<file path="src/rtl/bnn_pkg.sv">
// Shared definitions for the binary-network post-processing blocks: data width,
// pooled map sizes per layer, the layer select encoding and a counter-width helper.
package bnn_pkg;

    localparam int DATA_W    = 32;
    localparam int POOL0_DIM = 12;
    localparam int POOL1_DIM = 4;
    localparam int PIX0_DEF  = POOL0_DIM * POOL0_DIM;
    localparam int PIX1_DEF  = POOL1_DIM * POOL1_DIM;

    typedef enum logic {
        LAYER0 = 1'b0,
        LAYER1 = 1'b1
    } layer_e;

    // Width of a counter that must hold 0 .. n_pix-1 (never narrower than 1 bit).
    function automatic int pix_cnt_w(input int n_pix);
        if (n_pix <= 2) begin
            return 1;
        end else begin
            return $clog2(n_pix);
        end
    endfunction

endpackage : bnn_pkg

</file>
<file path="src/rtl/bin_act_pack_bit_packer.sv">
// bit_packer: collects one activation bit per valid cycle LSB-first into a
// PACK_W-bit word. A word is emitted (registered, one cycle later) when it is
// full or when the current bit closes the frame; a partial word is emitted with
// its unfilled upper bits at zero. The accumulator clears in the emit cycle so a
// new word can start on the very next valid bit.
module bit_packer #(
    parameter int PACK_W = 16
) (
    input  logic              clk,
    input  logic              rstn,
    input  logic              i_valid,
    input  logic              i_bit,
    input  logic              i_last,
    output logic              o_valid,
    output logic [PACK_W-1:0] o_word,
    output logic              o_last
);

    localparam int BC_W = (PACK_W > 1) ? $clog2(PACK_W) : 1;
    localparam logic [BC_W-1:0] BC_FULL = BC_W'(PACK_W - 1);

    logic [PACK_W-1:0] r_shift;
    logic [BC_W-1:0]   r_bit_cnt;
    logic              r_valid;
    logic [PACK_W-1:0] r_word;
    logic              r_last;

    logic [PACK_W-1:0] w_onehot;
    logic [PACK_W-1:0] w_word;
    logic              w_full;
    logic              w_emit;

    // Merge the incoming bit into the accumulator and decide whether the word closes.
    always_comb begin
        w_onehot = {PACK_W{1'b0}};
        w_word   = r_shift;
        w_full   = 1'b0;
        w_emit   = 1'b0;
        if (i_valid) begin
            w_onehot = {{(PACK_W-1){1'b0}}, i_bit} << r_bit_cnt;
            w_word   = r_shift | w_onehot;
            w_full   = (r_bit_cnt == BC_FULL);
            w_emit   = w_full | i_last;
        end else begin
            w_onehot = {PACK_W{1'b0}};
            w_word   = r_shift;
            w_full   = 1'b0;
            w_emit   = 1'b0;
        end
    end

    // Accumulator, bit position and registered word/strobe outputs.
    always_ff @(posedge clk or negedge rstn) begin
        if (!rstn) begin
            r_shift   <= {PACK_W{1'b0}};
            r_bit_cnt <= {BC_W{1'b0}};
            r_valid   <= 1'b0;
            r_word    <= {PACK_W{1'b0}};
            r_last    <= 1'b0;
        end else begin
            r_valid <= w_emit;
            r_last  <= w_emit & i_last;
            if (w_emit) begin
                r_word    <= w_word;
                r_shift   <= {PACK_W{1'b0}};
                r_bit_cnt <= {BC_W{1'b0}};
            end else if (i_valid) begin
                r_shift   <= w_word;
                r_bit_cnt <= r_bit_cnt + BC_W'(1);
            end else begin
                r_shift   <= r_shift;
                r_bit_cnt <= r_bit_cnt;
            end
        end
    end

    assign o_valid = r_valid;
    assign o_word  = r_word;
    assign o_last  = r_last;

endmodule : bit_packer

</file>
<file path="src/rtl/bin_act_pack.sv">
// bin_act_pack: sign activation (folded batch-norm threshold) of pooled values
// followed by LSB-first bit packing into PACK_W-bit words, with per-layer frame
// tracking and zero-padded flush of the final word of each frame.
//
// Optional feature macro: BN_THRESH_EN
//   defined   -> per-layer threshold registers written through thr_we/thr_sel/thr_din
//   undefined -> both layers compare against the constant THR_RST; thr_* are unused
module bin_act_pack
    import bnn_pkg::*;
#(
    parameter int                         PACK_W  = 16,
    parameter int                         PIX_L0  = PIX0_DEF,
    parameter int                         PIX_L1  = PIX1_DEF,
    parameter logic signed [DATA_W-1:0]   THR_RST = 32'sd0
) (
    input  logic              clk,
    input  logic              rstn,
    input  logic              state,
    input  logic              ivalid,
    input  logic [DATA_W-1:0] din,
    input  logic              thr_we,
    input  logic              thr_sel,
    input  logic [DATA_W-1:0] thr_din,
    output logic              ovalid,
    output logic [PACK_W-1:0] dout,
    output logic              frame_done
);

    localparam int PIX_MAX = (PIX_L0 > PIX_L1) ? PIX_L0 : PIX_L1;
    localparam int CNT_W   = pix_cnt_w(PIX_MAX);
    localparam logic [CNT_W-1:0] LAST_L0 = CNT_W'(PIX_L0 - 1);
    localparam logic [CNT_W-1:0] LAST_L1 = CNT_W'(PIX_L1 - 1);

    logic [CNT_W-1:0]         r_pix_cnt;
    layer_e                   r_layer;

    logic                     w_frame_start;
    layer_e                   w_layer;
    logic signed [DATA_W-1:0] w_thr0;
    logic signed [DATA_W-1:0] w_thr1;
    logic signed [DATA_W-1:0] w_thr;
    logic                     w_bit;
    logic                     w_last;

`ifdef BN_THRESH_EN
    logic signed [DATA_W-1:0] r_thr0;
    logic signed [DATA_W-1:0] r_thr1;

    // Per-layer thresholds; a write lands at the clock edge, so a pixel in the same
    // cycle still compares against the previous value.
    always_ff @(posedge clk or negedge rstn) begin
        if (!rstn) begin
            r_thr0 <= THR_RST;
            r_thr1 <= THR_RST;
        end else if (thr_we) begin
            if (thr_sel == LAYER1) begin
                r_thr1 <= $signed(thr_din);
            end else begin
                r_thr0 <= $signed(thr_din);
            end
        end else begin
            r_thr0 <= r_thr0;
            r_thr1 <= r_thr1;
        end
    end

    assign w_thr0 = r_thr0;
    assign w_thr1 = r_thr1;
`else
    logic w_unused_thr;

    assign w_thr0       = THR_RST;
    assign w_thr1       = THR_RST;
    assign w_unused_thr = ^{thr_we, thr_sel, thr_din};
`endif

    // Layer in force for this pixel (freshly sampled on a frame's first pixel),
    // its threshold, the activation bit and the end-of-frame flag.
    always_comb begin
        w_frame_start = (r_pix_cnt == {CNT_W{1'b0}});
        if (w_frame_start) begin
            w_layer = layer_e'(state);
        end else begin
            w_layer = r_layer;
        end

        case (w_layer)
            LAYER0: begin
                w_thr  = w_thr0;
                w_last = (r_pix_cnt == LAST_L0);
            end
            LAYER1: begin
                w_thr  = w_thr1;
                w_last = (r_pix_cnt == LAST_L1);
            end
            default: begin
                w_thr  = w_thr0;
                w_last = 1'b0;
            end
        endcase

        w_bit = ($signed(din) >= w_thr);
    end

    // Frame position and latched layer; both advance only on valid pixels.
    always_ff @(posedge clk or negedge rstn) begin
        if (!rstn) begin
            r_pix_cnt <= {CNT_W{1'b0}};
            r_layer   <= LAYER0;
        end else if (ivalid) begin
            r_layer <= w_layer;
            if (w_last) begin
                r_pix_cnt <= {CNT_W{1'b0}};
            end else begin
                r_pix_cnt <= r_pix_cnt + CNT_W'(1);
            end
        end else begin
            r_pix_cnt <= r_pix_cnt;
            r_layer   <= r_layer;
        end
    end

    bit_packer #(
        .PACK_W (PACK_W)
    ) u_bit_packer (
        .clk     (clk),
        .rstn    (rstn),
        .i_valid (ivalid),
        .i_bit   (w_bit),
        .i_last  (w_last),
        .o_valid (ovalid),
        .o_word  (dout),
        .o_last  (frame_done)
    );

endmodule : bin_act_pack

</file>
<file path="config.mk">
export PLATFORM = sky130hd
export DESIGN_NAME = bin_act_pack
export DESIGN_NICKNAME = d
export VERILOG_FILES = /design/src/rtl/bnn_pkg.sv /design/src/rtl/bin_act_pack_bit_packer.sv /design/src/rtl/bin_act_pack.sv
export SDC_FILE = /design/constraint.sdc
export NUM_CORES = 1
export LEC_CHECK = 0
export ABC_CLOCK_PERIOD_IN_PS = 2100
export CAP_MARGIN = 25
export CORE_ASPECT_RATIO = 0.5
export CORE_UTILIZATION = 35
export CTS_CLUSTER_SIZE = 12
export DETAILED_ROUTE_END_ITERATION = 10
export PLACE_DENSITY = 0.68
export REMOVE_ABC_BUFFERS = 1
export SLEW_MARGIN = 15
export SYNTH_ARGS = -nofsm -noshare
export SYNTH_HDL_FRONTEND = slang
export SYNTH_HIERARCHICAL = 1
export SYNTH_SLANG_ARGS = --single-unit
export TNS_END_PERCENT = 100
</file>
<file path="constraint.sdc">
create_clock -name clk -period 2.1 [get_ports clk]
set_clock_uncertainty 0.1 [all_clocks]
set_input_delay 0.315 -clock clk [delete_from_list [all_inputs] [get_ports clk]]
set_output_delay 0.315 -clock clk [all_outputs]
set_load 0.05 [all_outputs]
</file>
==> metrics.csv <==
stage,metric,value,unit
run_status,status,"complete, no violations",
clock_network,CTS clock-pin slew for the worst setup and hold paths,0.06,ns
power,leak pwr,0.001165,uW
cells_and_area,Final Net Count,288,
logic_synthesis,Avg Inst Size Synth,11.23,sq um
global_routing,initial antenna violation count,0,
logic_synthesis,Async SR Flop Fraction,100.0,%
clock_network,root buf cell,clkbuf_16,
logic_synthesis,"Seq/Total Area, Yosys",56.90,%
cells_and_area,fill count,514,
floorplan,initial core utilization,37.00,%
logic_synthesis,Synth Register Bits,47,
critical_path,Critical Path RT,2.20,ns
placed_design,Final HPWL DP,2.646,mm
global_routing,vias in the first global route,1408,
clock_network,htree depth,2,
clock_network,cts bufs inserted,5,
timing,WHS,0.3787,ns
min_path,hold crit path type,flip-flop to flip-flop,
job,max-cap violation count,0,
timing,crit share post-route,94.59,%
critical_path,"Max FO, Critical Path",19,
timing,Worst-Margin Slew,0.5115,ns
critical_path,Setup CP Type,flip-flop to flip-flop,
global_routing,first-pass GRT wire length,6.444,mm
placed_design,placed insts,280,
timing,# setup viols final,0,
global_routing,largest net degree at the start of global routing,23,
timing,final hold violation count,0,
timing,"Slew Viols, Final",0,
logic_synthesis,top-area cell type share of the netlist area,56.90,%
logic_synthesis,Synth area leaders,"dfrtp_1, mux2i_1, inv_1",
timing,aggregate negative setup slack,0,ns
cells_and_area,area grow syn2layout,24.09,%
placed_design,instance area at placement,0.002396,sq mm
logic_synthesis,Cell variety after synth,40,
critical_path,Worst Setup Start Kind,flip-flop,
placed_design,I/O Buffers,22,
clock_network,post-CTS setup buffer count,0,
power,Worst IR Drop VDD,566.0,uV
critical_path,Worst EP arrival,2.08,ns
cells_and_area,antenna fix cells,0,
route,initial DRC count,47,
route,drt total wl,3.726,mm
timing,fin crit period,1.986,ns
route,routed vias/inst,4.837,
placed_design,Placer Congestion,0.7099,
logic_synthesis,number of enable flip-flop cells after synthesis,0,
cells_and_area,Final Cell Area,0.002565,sq mm
logic_synthesis,Cells after Synth,184,
critical_path,Worst Setup End Kind,flip-flop,
logic_synthesis,Mapped Area,0.002067,sq mm
critical_path,worst setup path start,r_pix_cnt[0],
route,vias,1398,
floorplan,full die area,0.006236,sq mm
route,antenna-violating nets left,0,
power,PwrDens,1560,mW/mm^2
cells_and_area,fin cells,289,
floorplan,IO Pins,88,
floorplan,die span in y,56.34,microns
clock_network,CTS tree,yes,
floorplan,row count,19,
route,routed len/inst,12.89,microns
global_routing,Congestion Overflow GR,0,
floorplan,core area,0.005587,sq mm
route,1st-pass router iterations,4,
logic_synthesis,"area leader, netlist",dfrtp_1,
floorplan,DIE WIDTH,110.7,microns
timing,slew margin rel.,65.90,%
logic_synthesis,yosys warns,6,
cells_and_area,layout cells sized above 1,11.57,%
critical_path,RR Startpoint,r_pix_cnt[0],
global_routing,overall routing resource usage,13.19,%
clock_network,CTS sink count,47,
route,DRC Markers,0,
clock_network,clock latency on the worst-skew pair,0.28,ns
min_path,worst hold start,u_bit_packer/r_shift[9],
clock_network,CTS max path bufs,2,
timing,RSZ-0062 raised after global routing,no,
timing,f_max,0.5034,GHz
logic_synthesis,most common flop cell mapped by yosys,dfrtp_1,
critical path: stages (launching register included):
cell and delay (ns):
dfrtp_1 0.38, inv_1 0.09, ha_1 0.18, nor4b_4 0.25, o211a_4 0.22, a31oi_2 0.06
nor2b_4 0.20, buf_12 0.18, mux2i_1 0.22
final timing paths:
path	endpoint	slack, ns	cells past startpoint
worst min-delay path	u_bit_packer/r_shift[9]	0.38	2
min in group asynchronous	r_pix_cnt[4]	0.44	2
worst max-delay path	u_bit_packer/o_word[12]	0.11	8
worst min register to register	u_bit_packer/r_shift[9]	0.38	2
worst max register to register	u_bit_packer/o_word[12]	0.11	8
max in group asynchronous	u_bit_packer/r_shift[6]	0.89	3
synthesized netlist by cell type, types with 4 or more instances:
cell type and instances:
nor3_1 4, inv_1 22, buf_2 4, nor2_1 19, nand2_1 4, mux2i_1 16
o21ai_0 6, a21oi_1 13, nand3_1 5, dfrtp_1 47
where the power goes:
part | internal (uW) | switching, uW
Combinational | 604 | 1070
Clock | 445 | 321
Sequential | 1300 | 265
cells in the final DEF (no fill, tap or decap), types with 3 or more instances in the layout:
cell type,Yosys,routed
nor2_1,19,19
nand3_1,5,5
buf_4,1,7
dfrtp_1,47,47
o21ai_0,6,6
a31oi_1,3,3
mux2i_1,16,16
clkdlybuf4s50_1,0,21
xor2_1,3,3
clkbuf_16,0,5
inv_1,22,22
nand2_1,4,4
xnor2_1,3,3
nor3_1,4,4
a21oi_1,13,13
ha_1,3,3
logic make-up (layout without fill, tap and decap cells):
kind of cell             Yosys count  in the layout  synth area share (%)
AO/OA/AOI/OAI                     29             29                 8.717
XOR/XNOR                           6              6                 2.543
adder cells (fa/ha/maj)            3              3                 1.816
buffers and inverters             30             62                 7.385
flip-flops                        47             47                 56.90
multiplexers                      17             17                 8.293
AND/OR/NAND/NOR                   52             52                 14.35
layout make-up:
class                           instances  area [sq um]  area share [%]
Inverter                               22         82.58           3.220
Timing Repair Buffer                   32         317.8           12.39
Sequential cell                        47          1176           45.85
Tap cell                               73         91.34           3.561
Clock inverter                          2         16.27          0.6341
Multi-Input combinational cell        107         752.0           29.32
Clock buffer                            6         128.9           5.024
registers in the layout, indices dropped and copies added (netlist names):
signal / flops
u_bit_packer/o_word: 16
u_bit_packer/r_shift: 16
r_pix_cnt: 8
u_bit_packer/r_bit_cnt: 4
r_layer: 1
u_bit_packer/o_last: 1
u_bit_packer/o_valid: 1
per-stage QoR:
| step | utilization, % | power [uW] | setup slack (ns) |
|---|---|---|---|
| detailed placement | 42.89 | 3238 | -0.008134 |
| global placement | 42.89 | 3175 | 0.1281 |
| floorplan | - | 2660 | -0.4622 |
| global route | 45.91 | 4267 | 0.006049 |
| finish | 45.91 | 4001 | 0.1137 |
| CTS | 45.76 | 4025 | 0.04909 |
what timing repair did:
| action | in CTS | in global routing |
|---|---|---|
| hold buffers | 1 | 0 |
| resized for setup | 1 | 1 |
| hold endpoints to repair | 20 | 0 |
| cloned | 0 | 0 |
| endpoints found under the setup margin | 1 | 9 |
routing by layer:
metal / global-route usage [%] / routed length, microns
met1: 15.89 / 1725
met4: 5.143 / 55
met5: 0 / 0
met3: 3.564 / 125
met2: 22.80 / 1820
Note: power is estimated with default switching activity, not from simulation.
